$ cat src/rtl/mem_access_ctrl_pkg.sv
// Shared definitions for the memory access controller: access size codes,
// FSM state encoding and small address/lane helpers.
package mem_access_ctrl_pkg;

    localparam logic [1:0] SZ_B   = 2'b00;
    localparam logic [1:0] SZ_H   = 2'b01;
    localparam logic [1:0] SZ_W   = 2'b10;
    localparam logic [1:0] SZ_BAD = 2'b11;

    typedef enum logic [2:0] {
        ST_IDLE   = 3'd0,
        ST_RD     = 3'd1,
        ST_RMW_RD = 3'd2,
        ST_WR     = 3'd3,
        ST_RSP    = 3'd4
    } state_e;

    function automatic logic [2:0] size_bytes(input logic [1:0] size);
        case (size)
            SZ_B:    return 3'd1;
            SZ_H:    return 3'd2;
            default: return 3'd4;
        endcase
    endfunction

    // Bit offset of a little-endian byte lane inside a 32-bit word.
    function automatic logic [4:0] lane_shift(input logic [1:0] lane);
        return {lane, 3'b000};
    endfunction

    function automatic logic [31:0] word_addr(input logic [31:0] addr);
        return {addr[31:2], 2'b00};
    endfunction

endpackage

$ cat src/rtl/mem_access_ctrl_if.sv
// Core-side request/response channel and memory-side bus of the memory
// access controller; the controller is slave on the core side, master on memory.

// Request channel: a transfer happens at the rising edge where req_valid and
// req_ready are both high; the initiator holds its request fields stable while
// req_valid is high and req_ready is low. rsp_valid is a one-cycle pulse.
interface mem_access_ctrl_core_if;
    logic        req_valid;
    logic        req_ready;
    logic        req_write;
    logic [1:0]  req_size;
    logic        req_unsigned;
    logic [31:0] req_addr;
    logic [31:0] req_wdata;
    logic        rsp_valid;
    logic [31:0] rsp_rdata;
    logic        rsp_err;

    modport master (
        output req_valid, req_write, req_size, req_unsigned, req_addr, req_wdata,
        input  req_ready, rsp_valid, rsp_rdata, rsp_err
    );

    modport slave (
        input  req_valid, req_write, req_size, req_unsigned, req_addr, req_wdata,
        output req_ready, rsp_valid, rsp_rdata, rsp_err
    );
endinterface

interface mem_access_ctrl_mem_if;
    logic [31:0] mem_address;
    logic [31:0] mem_write_data;
    logic        mem_read;
    logic        mem_write;
    logic [31:0] mem_data;

    modport master (
        output mem_address, mem_write_data, mem_read, mem_write,
        input  mem_data
    );

    modport slave (
        input  mem_address, mem_write_data, mem_read, mem_write,
        output mem_data
    );
endinterface

$ cat src/rtl/mem_access_ctrl_lane_unit.sv
// Combinational lane logic: extracts and extends load data from a memory word,
// and merges byte/half store data into a word for read-modify-write.
module mem_lane_unit
    import mem_access_ctrl_pkg::*;
(
    input  logic [1:0]  size_i,
    input  logic        unsigned_i,
    input  logic [1:0]  lane_i,
    input  logic [31:0] rd_word_i,
    input  logic [31:0] wdata_i,
    output logic [31:0] load_data_o,
    output logic [31:0] merge_data_o
);

    logic [31:0] shifted;

    assign shifted = rd_word_i >> lane_shift(lane_i);

    always_comb begin
        load_data_o = shifted;
        case (size_i)
            SZ_B: load_data_o = unsigned_i ? {24'h0, shifted[7:0]}
                                           : {{24{shifted[7]}}, shifted[7:0]};
            SZ_H: load_data_o = unsigned_i ? {16'h0, shifted[15:0]}
                                           : {{16{shifted[15]}}, shifted[15:0]};
            default: load_data_o = shifted;
        endcase
    end

    always_comb begin
        merge_data_o = rd_word_i;
        case (size_i)
            SZ_B:    merge_data_o[lane_shift(lane_i) +: 8] = wdata_i[7:0];
            SZ_H:    merge_data_o[{lane_i[1], 4'b0000} +: 16] = wdata_i[15:0];
            default: merge_data_o = wdata_i;
        endcase
    end

endmodule

$ cat src/rtl/mem_access_ctrl.sv
// Initiator for the byte-addressed unified memory port: sized loads with
// extension, word stores, and read-modify-write for byte/half stores.
module mem_access_ctrl
    import mem_access_ctrl_pkg::*;
#(
    parameter int unsigned MEM_BYTES   = 256,
    parameter bit          CHECK_ALIGN = 1'b1
) (
    input  logic                   clk,
    input  logic                   reset,
    mem_access_ctrl_core_if.slave  core,
    mem_access_ctrl_mem_if.master  mem,
    output state_e                 dbg_state_o
);

    state_e      state_q;
    logic [31:0] addr_q;
    logic [31:0] wdata_q;
    logic [1:0]  size_q;
    logic        uns_q;
    logic [31:0] merge_q;
    logic [31:0] rdata_q;
    logic        err_q;
    logic        mem_read_q;
    logic        mem_write_q;
    logic        rsp_valid_q;

    logic [31:0] eff_addr;
    logic [32:0] end_addr;
    logic        misalign;
    logic        illegal;
    logic [31:0] load_d;
    logic [31:0] merge_d;
    logic        strobe_rd;
    logic        strobe_wr;

    // With alignment checking off, the low address bits are dropped rather than faulted.
    always_comb begin
        eff_addr = core.req_addr;
        if (!CHECK_ALIGN) begin
            if (core.req_size == SZ_H)      eff_addr[0]   = 1'b0;
            else if (core.req_size == SZ_W) eff_addr[1:0] = 2'b00;
        end
    end

    assign misalign = CHECK_ALIGN &&
                      (((core.req_size == SZ_H) && core.req_addr[0]) ||
                       ((core.req_size == SZ_W) && (core.req_addr[1:0] != 2'b00)));
    assign end_addr = {1'b0, eff_addr} + {30'h0, size_bytes(core.req_size)};
    assign illegal  = (core.req_size == SZ_BAD) || misalign || (end_addr > 33'(MEM_BYTES));

    mem_lane_unit u_lane (
        .size_i       (size_q),
        .unsigned_i   (uns_q),
        .lane_i       (addr_q[1:0]),
        .rd_word_i    (mem.mem_data),
        .wdata_i      (wdata_q),
        .load_data_o  (load_d),
        .merge_data_o (merge_d)
    );

    always_ff @(posedge clk) begin
        if (!reset) begin
            state_q     <= ST_IDLE;
            addr_q      <= 32'h0;
            wdata_q     <= 32'h0;
            size_q      <= SZ_B;
            uns_q       <= 1'b0;
            merge_q     <= 32'h0;
            rdata_q     <= 32'h0;
            err_q       <= 1'b0;
            mem_read_q  <= 1'b0;
            mem_write_q <= 1'b0;
            rsp_valid_q <= 1'b0;
        end else begin
            case (state_q)
                ST_IDLE: begin
                    if (core.req_valid) begin
                        addr_q  <= eff_addr;
                        wdata_q <= core.req_wdata;
                        size_q  <= core.req_size;
                        uns_q   <= core.req_unsigned;
                        if (illegal) begin
                            state_q     <= ST_RSP;
                            rdata_q     <= 32'h0;
                            err_q       <= 1'b1;
                            rsp_valid_q <= 1'b1;
                        end else if (!core.req_write) begin
                            state_q    <= ST_RD;
                            mem_read_q <= 1'b1;
                        end else if (core.req_size == SZ_W) begin
                            state_q     <= ST_WR;
                            merge_q     <= core.req_wdata;
                            mem_write_q <= 1'b1;
                        end else begin
                            state_q    <= ST_RMW_RD;
                            mem_read_q <= 1'b1;
                        end
                    end
                end
                ST_RD: begin
                    state_q     <= ST_RSP;
                    mem_read_q  <= 1'b0;
                    rdata_q     <= load_d;
                    err_q       <= 1'b0;
                    rsp_valid_q <= 1'b1;
                end
                ST_RMW_RD: begin
                    state_q     <= ST_WR;
                    mem_read_q  <= 1'b0;
                    merge_q     <= merge_d;
                    mem_write_q <= 1'b1;
                end
                ST_WR: begin
                    state_q     <= ST_RSP;
                    mem_write_q <= 1'b0;
                    rdata_q     <= 32'h0;
                    err_q       <= 1'b0;
                    rsp_valid_q <= 1'b1;
                end
                ST_RSP: begin
                    state_q     <= ST_IDLE;
                    rsp_valid_q <= 1'b0;
                end
                default: begin
                    state_q     <= ST_IDLE;
                    mem_read_q  <= 1'b0;
                    mem_write_q <= 1'b0;
                    rsp_valid_q <= 1'b0;
                end
            endcase
        end
    end

    // Reset low forces the bus and handshake quiet even in the cycle it arrives.
    assign strobe_rd = reset && mem_read_q;
    assign strobe_wr = reset && mem_write_q;

    assign mem.mem_read       = strobe_rd;
    assign mem.mem_write      = strobe_wr;
    assign mem.mem_address    = (strobe_rd || strobe_wr) ? word_addr(addr_q) : 32'h0;
    assign mem.mem_write_data = strobe_wr ? merge_q : 32'h0;

    assign core.req_ready = reset && (state_q == ST_IDLE);
    assign core.rsp_valid = reset && rsp_valid_q;
    assign core.rsp_rdata = rdata_q;
    assign core.rsp_err   = err_q;

    assign dbg_state_o = state_q;

endmodule

$ cat src/flat_wrapper.sv
// flat-port wrapper written by rule: the top's interface ports become plain ports
module mem_access_ctrl_flat import mem_access_ctrl_pkg::*;
#(
    parameter int unsigned MEM_BYTES   = 256,
    parameter bit          CHECK_ALIGN = 1'b1
)
  (clk, reset, dbg_state_o, core_req_valid, core_req_write, core_req_size, core_req_unsigned, core_req_addr, core_req_wdata, core_req_ready, core_rsp_valid, core_rsp_rdata, core_rsp_err, mem_mem_address, mem_mem_write_data, mem_mem_read, mem_mem_write, mem_mem_data);
  mem_access_ctrl_core_if core_i ();
  mem_access_ctrl_mem_if mem_i ();
  input  logic clk;
  input  logic reset;
  output state_e dbg_state_o;
  input wire logic [$bits(core_i.req_valid)-1:0] core_req_valid;
  input wire logic [$bits(core_i.req_write)-1:0] core_req_write;
  input wire logic [$bits(core_i.req_size)-1:0] core_req_size;
  input wire logic [$bits(core_i.req_unsigned)-1:0] core_req_unsigned;
  input wire logic [$bits(core_i.req_addr)-1:0] core_req_addr;
  input wire logic [$bits(core_i.req_wdata)-1:0] core_req_wdata;
  output wire logic [$bits(core_i.req_ready)-1:0] core_req_ready;
  output wire logic [$bits(core_i.rsp_valid)-1:0] core_rsp_valid;
  output wire logic [$bits(core_i.rsp_rdata)-1:0] core_rsp_rdata;
  output wire logic [$bits(core_i.rsp_err)-1:0] core_rsp_err;
  output wire logic [$bits(mem_i.mem_address)-1:0] mem_mem_address;
  output wire logic [$bits(mem_i.mem_write_data)-1:0] mem_mem_write_data;
  output wire logic [$bits(mem_i.mem_read)-1:0] mem_mem_read;
  output wire logic [$bits(mem_i.mem_write)-1:0] mem_mem_write;
  input wire logic [$bits(mem_i.mem_data)-1:0] mem_mem_data;
  assign core_i.req_valid = core_req_valid;
  assign core_i.req_write = core_req_write;
  assign core_i.req_size = core_req_size;
  assign core_i.req_unsigned = core_req_unsigned;
  assign core_i.req_addr = core_req_addr;
  assign core_i.req_wdata = core_req_wdata;
  assign core_req_ready = core_i.req_ready;
  assign core_rsp_valid = core_i.rsp_valid;
  assign core_rsp_rdata = core_i.rsp_rdata;
  assign core_rsp_err = core_i.rsp_err;
  assign mem_mem_address = mem_i.mem_address;
  assign mem_mem_write_data = mem_i.mem_write_data;
  assign mem_mem_read = mem_i.mem_read;
  assign mem_mem_write = mem_i.mem_write;
  assign mem_i.mem_data = mem_mem_data;
  mem_access_ctrl #(.MEM_BYTES(MEM_BYTES), .CHECK_ALIGN(CHECK_ALIGN)) u_core (.clk(clk), .reset(reset), .core(core_i), .mem(mem_i), .dbg_state_o(dbg_state_o));
endmodule
$ cat config.mk
export PLATFORM = sky130hd
export DESIGN_NAME = mem_access_ctrl_flat
export DESIGN_NICKNAME = d
export VERILOG_FILES = /design/src/rtl/mem_access_ctrl_pkg.sv /design/src/rtl/mem_access_ctrl_if.sv /design/src/rtl/mem_access_ctrl_lane_unit.sv /design/src/rtl/mem_access_ctrl.sv /design/src/flat_wrapper.sv
export SDC_FILE = /design/constraint.sdc
export NUM_CORES = 1
export LEC_CHECK = 0
export BUFFER_PORTS_ARGS = -buffer_cell sky130_fd_sc_hd__buf_4
export CORE_MARGIN = 2
export CORE_UTILIZATION = 45
export DETAILED_ROUTE_END_ITERATION = 6
export PLACE_DENSITY = 0.68
export RECOVER_POWER = 100
export SLEW_MARGIN = 20
export SYNTH_ARGS = -nofsm -noshare
export SYNTH_HDL_FRONTEND = slang
export SYNTH_HIERARCHICAL = 1
export SYNTH_SLANG_ARGS = --single-unit
$ cat constraint.sdc
create_clock -name clk -period 4.2 [get_ports clk]
set_input_delay 0.84 -clock clk [delete_from_list [all_inputs] [get_ports clk]]
set_output_delay 0.84 -clock clk [all_outputs]
set_load 0.1 [all_outputs]
# After elaboration in Yosys (flattened, before gate mapping)
# Cells that the tools add are included.
# totals
ff_bits	138
wordCells	100
# op_classes
shift	5
bitwise_logic	3
muxes	36
add_sub_neg	3
reduce_logical	27
n_eq_ne	14
n_lt_le_gt_ge	1
# op_table
cell	count
32-bit two-way mux	10
32-bit case mux with 2 select lines	3
32-bit case mux with 3 select lines	1
32-bit bitwise mux	2
32-bit by 3-bit adder with 33-bit output	1
33-bit by 9-bit > comparator with 1-bit output, second input constant	1
16-bit by 7-bit variable shift with 32-bit output, first input constant	1
8-bit by 7-bit variable shift with 32-bit output, first input constant	1
16-bit by 7-bit variable part select with 32-bit output	1
8-bit by 7-bit variable part select with 32-bit output	1
32-bit by 5-bit >> shifter with 32-bit output	1
5-bit negator with 7-bit output	2
1-bit two-way mux	11
5-bit AND reduction	2
3-bit two-way mux	3
3-bit case mux with 3 select lines	1
3-bit AND reduction	3
3-bit by 2-bit equality test with 1-bit output, second input constant	2
1-bit logical AND	6
2-bit != test, second input constant	3
1-bit case mux with 3 select lines	2
3-bit case mux with 2 select lines	1
2-bit nonzero test	3
2-bit OR reduction	3
other kinds (14)	24

# Logic depth before layout (Yosys ltp)
# logic_depth
word_depth	8
ltp_mapped	13
depth_no_buf	11

# Hierarchy
# The synthesis kept the hierarchy.
# modules_own_cells
module	cells_each	seq_area_each_um2	area_per_inst_um2	instances
mem_access_ctrl	894	2762.6	7026.7	1
mem_lane_unit	291	0.0	2105.8	1

# Least setup slack after synthesis
# OpenSTA, ideal clock, no wires.
# synth_timing
kind	input-to-output
start	input port reset
end	output port mem_mem_address[10]
cell_stages	5
n_path_buf	2
t_required_ns	3.360
arrival_ns	3.623
path_slack_ns	-0.263
cell_sequence	clkbuf_1 -> and2_1 -> nor2_1 -> clkbuf_1 -> nor2b_1
# synth_via
elab_chain_len	3
elab_cells_between_ends	4
classes_between	1 x mux; 3 x reduce/logical
# synth_lines
element	line	text
from (decl)	flat_wrapper.sv:11	input logic reset;
1-bit logical AND	mem_access_ctrl.sv:136	assign strobe_rd = reset && mem_read_q;
named net mem_mem_read	flat_wrapper.sv:25	output wire logic [$bits(mem_i.mem_read)-1:0] mem_mem_read;
1-bit logical OR	mem_access_ctrl.sv:141	assign mem.mem_address = (strobe_rd || strobe_wr) ? word_addr(addr_q) : 32'h0;
32-bit two-way mux	mem_access_ctrl.sv:141	
to (decl)	flat_wrapper.sv:23	output wire logic [$bits(mem_i.mem_address)-1:0] mem_mem_address;
# The timed path passes the listed nets, and every way through them passes these cells.

# Final worst setup path
# layout_timing
start	input port reset
end	output port mem_mem_write_data[7]
# layout_via
elab_chain_len	2
# layout_lines
element	line	text
1-bit logical AND	mem_access_ctrl.sv:137	assign strobe_wr = reset && mem_write_q;
32-bit two-way mux	mem_access_ctrl.sv:142	assign mem.mem_write_data = strobe_wr ? merge_q : 32'h0;
to (decl)	flat_wrapper.sv:24	output wire logic [$bits(mem_i.mem_write_data)-1:0] mem_mem_write_data;
# No other way between the ends.

==> impl_table.tex <==
\begin{tabular}{lr}
\hline
Metric & Value \\
\hline
\multicolumn{2}{l}{\textbf{Routing}} \\
Routed wirelength normalized by instance count & 18.7 um \\
Detailed-route via count & 9420 \\
First-pass detailed-route iteration total & 5 \\
Number of design-rule violations left by the first detailed-router iteration & 878 \\
Ratio of routed vias to standard cells & 5.87 \\
Routed wire length & 30.0 mm \\
Count of antenna-violating nets left after detailed routing & 0 \\
Post-route DRC violation count & 0 \\
\multicolumn{2}{l}{\textbf{Worst setup path}} \\
Worst Setup Start Kind & input port \\
Required time worst endpoint & 3.36 ns \\
Kind of cell adding the most delay to the critical path & buffers and inverters \\
Worst path bufs/invs & 3 \\
Start point of the critical path & reset \\
Cell-by-cell trace of the critical path & buf\_4 -> clkbuf\_4 -> and3\_1 -> clkbuf\_2 \\
Signal arrival time at the worst endpoint & 2.98 ns \\
Crit. End Element & output port \\
Peak per-stage delay on the critical path & 0.97 ns \\
Maximum fanout along the worst path & 137 \\
Master of the slowest instance on the critical path & clkbuf\_4 \\
Critical R2R Launch & u\_core/dbg\_state\_o[1] \\
Type of the worst setup path & in2out \\
\multicolumn{2}{l}{\textbf{Power}} \\
Final Power & 3680 uW \\
Power density of the placed cells & 334 nW/um2 \\
Maximum vdd drop & 0.000248 V \\
Leakage power total & 0.00439 uW \\
\multicolumn{2}{l}{\textbf{Final layout}} \\
Final net count & 1435 \\
Sequential cell area & 2760 um2 \\
Commonest non-fill, non-tap cells in the layout & nand2\_1, dfxtp\_1, buf\_4 \\
Leading cell type in the layout, fill and taps excluded & nand2\_1 \\
Multi-input logic area & 5710 um2 \\
Share of cells above drive strength 1 & 20.1\% \\
Diodes inserted & 0 \\
Total of fill cells in the finished design & 2020 \\
Area Growth Syn to Fin & 20.4\% \\
\multicolumn{2}{l}{\textbf{Clocking}} \\
Clk Tree Root Cell & clkbuf\_16 \\
Count of hold-fix buffers inserted at cts & 0 \\
Total clock buffers created by CTS & 17 \\
Post-CTS sizing & 0 \\
\# H-tree levels & 4 \\
TritonCTS clock tree & done \\
Post-CTS setup buffers & 0 \\
Worst-Skew Late Latency & 0.42 ns \\
Max clock buf depth & 2 \\
Clock transition time at the flip-flop clock pins of the worst setup and hold paths & 0.06 ns \\
Sink Count & 138 \\
\multicolumn{2}{l}{\textbf{Place}} \\
Post-placement setup slack & 0.186 ns \\
Port Buf Inserts & 204 \\
Placer's final routability congestion estimate & 0.977 \\
HPWL after DPL & 21.4 mm \\
\multicolumn{2}{l}{\textbf{Synthesis}} \\
Synth top area cells & dfxtp\_1, nand2\_1, a21boi\_0 \\
Synthesized netlist cell count & 1185 \\
Unique cell type count in the Yosys netlist & 75 \\
Post-synth top area share & 30.3\% \\
Mapped cell area & 9130 um2 \\
Number of synthesis warnings & 6 \\
Sequential share of the synthesized area & 30.3\% \\
Number of synthesized flops with an enable pin & 0 \\
Main flop type after synthesis & dfxtp\_1 \\
Share of flip-flops with an asynchronous set or reset & 0\% \\
Total of flip-flops plus latches after synthesis & 138 \\
Mean area per synthesized cell & 7.71 um2 \\
Cell taking the most area after synthesis & dfxtp\_1 \\
\multicolumn{2}{l}{\textbf{Job}} \\
Maxcap violations & 0 \\
\multicolumn{2}{l}{\textbf{Floorplanning}} \\
Height of the die & 146 um \\
Die outline area & 21500 um2 \\
Core footprint & 20100 um2 \\
Site Rows & 52 \\
Effective utilization at floorplan & 45.4\% \\
Top-level I/O count & 207 \\
Horiz. Die Dim & 146 um \\
\multicolumn{2}{l}{\textbf{STA}} \\
Max transition margin & 17.7\% \\
Ratio of final minimum period to clock period & 90.9\% \\
Crit path time final & 3.82 ns \\
Setup Viol. Count Final & 0 \\
F\_max & 262 MHz \\
RSZ-0062 raised after global routing & false \\
Crit path setup slack, layout & 0.384 ns \\
Worst-case clock skew & 0.00862 ns \\
Max-slew violations & 0 \\
Hold Violations, Final & 0 \\
Hold Worst Slack & 0.462 ns \\
Slew at the pin closest to its max-slew limit & 1.23 ns \\
\multicolumn{2}{l}{\textbf{Global route}} \\
Initial antenna violation count & 0 \\
GRT Util Overall & 27.4\% \\
Global-route wire length before repair & 47.3 mm \\
Grt ovf & 0 \\
Number of global-route vias before repair & 8918 \\
Largest net degree at the start of global routing & 138 \\
\multicolumn{2}{l}{\textbf{Min path}} \\
Worst hold-check path type & reg2reg \\
Start point of the worst hold path & u\_core/addr\_q[8] \\
\multicolumn{2}{l}{\textbf{Status}} \\
Result of the run & finished clean \\
\hline
\end{tabular}
==> registers in the layout, indices dropped and copies added, names as in the netlist <==
register and cells:
u_core/dbg_state_o 3, u_core/mem_write_q 1, u_core/mem_read_q 1, u_core/size_q 2
u_core/rsp_valid_q 1, u_core/core.rsp_err 1, u_core/merge_q 32, u_core/uns_q 1
u_core/wdata_q 32, u_core/core.rsp_rdata 32, u_core/addr_q 32
==> path summary, 6_finish.rpt <==
| kind | endpoint | slack (ns) | cells after the start |
|---|---|---|---|
| hold reg to reg | u_core/addr_q[8] | 0.46 | 2 |
| hold / removal | u_core/addr_q[8] | 0.46 | 2 |
| setup reg to reg | u_core/wdata_q[23] | 1.23 | 5 |
| setup / recovery | mem_mem_write_data[7] | 0.38 | 4 |
==> worst reg2reg max path, cell delays in order (launching register included) <==
cell	delay [ns]
dfxtp_1	0.71
nor2_1	0.16
nand2_1	0.85
clkbuf_2	0.82
nand2_1	0.13
a21boi_0	0.22
==> cells by family (layout without fill, tap and decap cells) <==
kind of cell,Yosys count,in the layout,share of synthesized area (%)
xor+xnor,8,8,0.767
other cells,1,2,0.0411
mux,38,38,4.56
simple gates,476,476,25.6
flops,138,138,30.3
buf+inv,156,306,7.38
fa+ha+maj,9,9,1.32
compound gates,359,359,30.1
==> per-layer routing <==
metal	up-vias	share of wire, %	track usage [%]
met3	69	8.4	7.19
met5	-	0	0
li1	4567	-	-
met1	4383	42	34.5
met4	0	3.5	11.6
met2	401	46	44.5
==> cell type report <==
type | instances | share of cell area [%]
multi-input cells | 892 | 51.9
clock buffers | 19 | 3.94
well taps | 270 | 3.07
repair buffers | 224 | 12.5
inverters | 50 | 1.71
clock inverters | 13 | 1.73
flip-flops and latches | 138 | 25.1
==> power breakdown <==
part,switching [uW],internal (uW)
clock,624,1000
combinational,411,258
sequential,34.2,1350
==> cells in the mapped netlist, types with 12 or more instances <==
| cell type | number |
|---|---|
| a21boi_0 | 71 |
| o221ai_1 | 16 |
| nand2_1 | 233 |
| buf_2 | 16 |
| nor2_1 | 59 |
| and3_1 | 43 |
| clkbuf_1 | 70 |
| inv_1 | 48 |
| nor2b_1 | 53 |
| dfxtp_1 | 138 |
| a31oi_1 | 21 |
| a21oi_1 | 55 |
| mux2_2 | 25 |
| mux2i_1 | 12 |
| nor3_1 | 12 |
| o21ai_0 | 15 |
| a22o_1 | 17 |
| o311ai_1 | 30 |
| a32o_1 | 32 |
| o21ai_1 | 29 |
==> stage by stage <==
| step | util (%) | TNS (ns) | instance area (um2) | instances |
|---|---|---|---|---|
| floorplan | - | -7.89 | 9140 | 1186 |
| global placement | 53.3 | 0 | 10700 | 1574 |
| detailed placement | 53.3 | 0 | 10700 | 1574 |
| CTS | 56.4 | 0 | 11300 | 1606 |
| global route | 54.7 | 0 | 11000 | 1606 |
| finish | 54.7 | 0 | 11000 | 1606 |
Note: power is estimated with default switching activity, not from simulation.
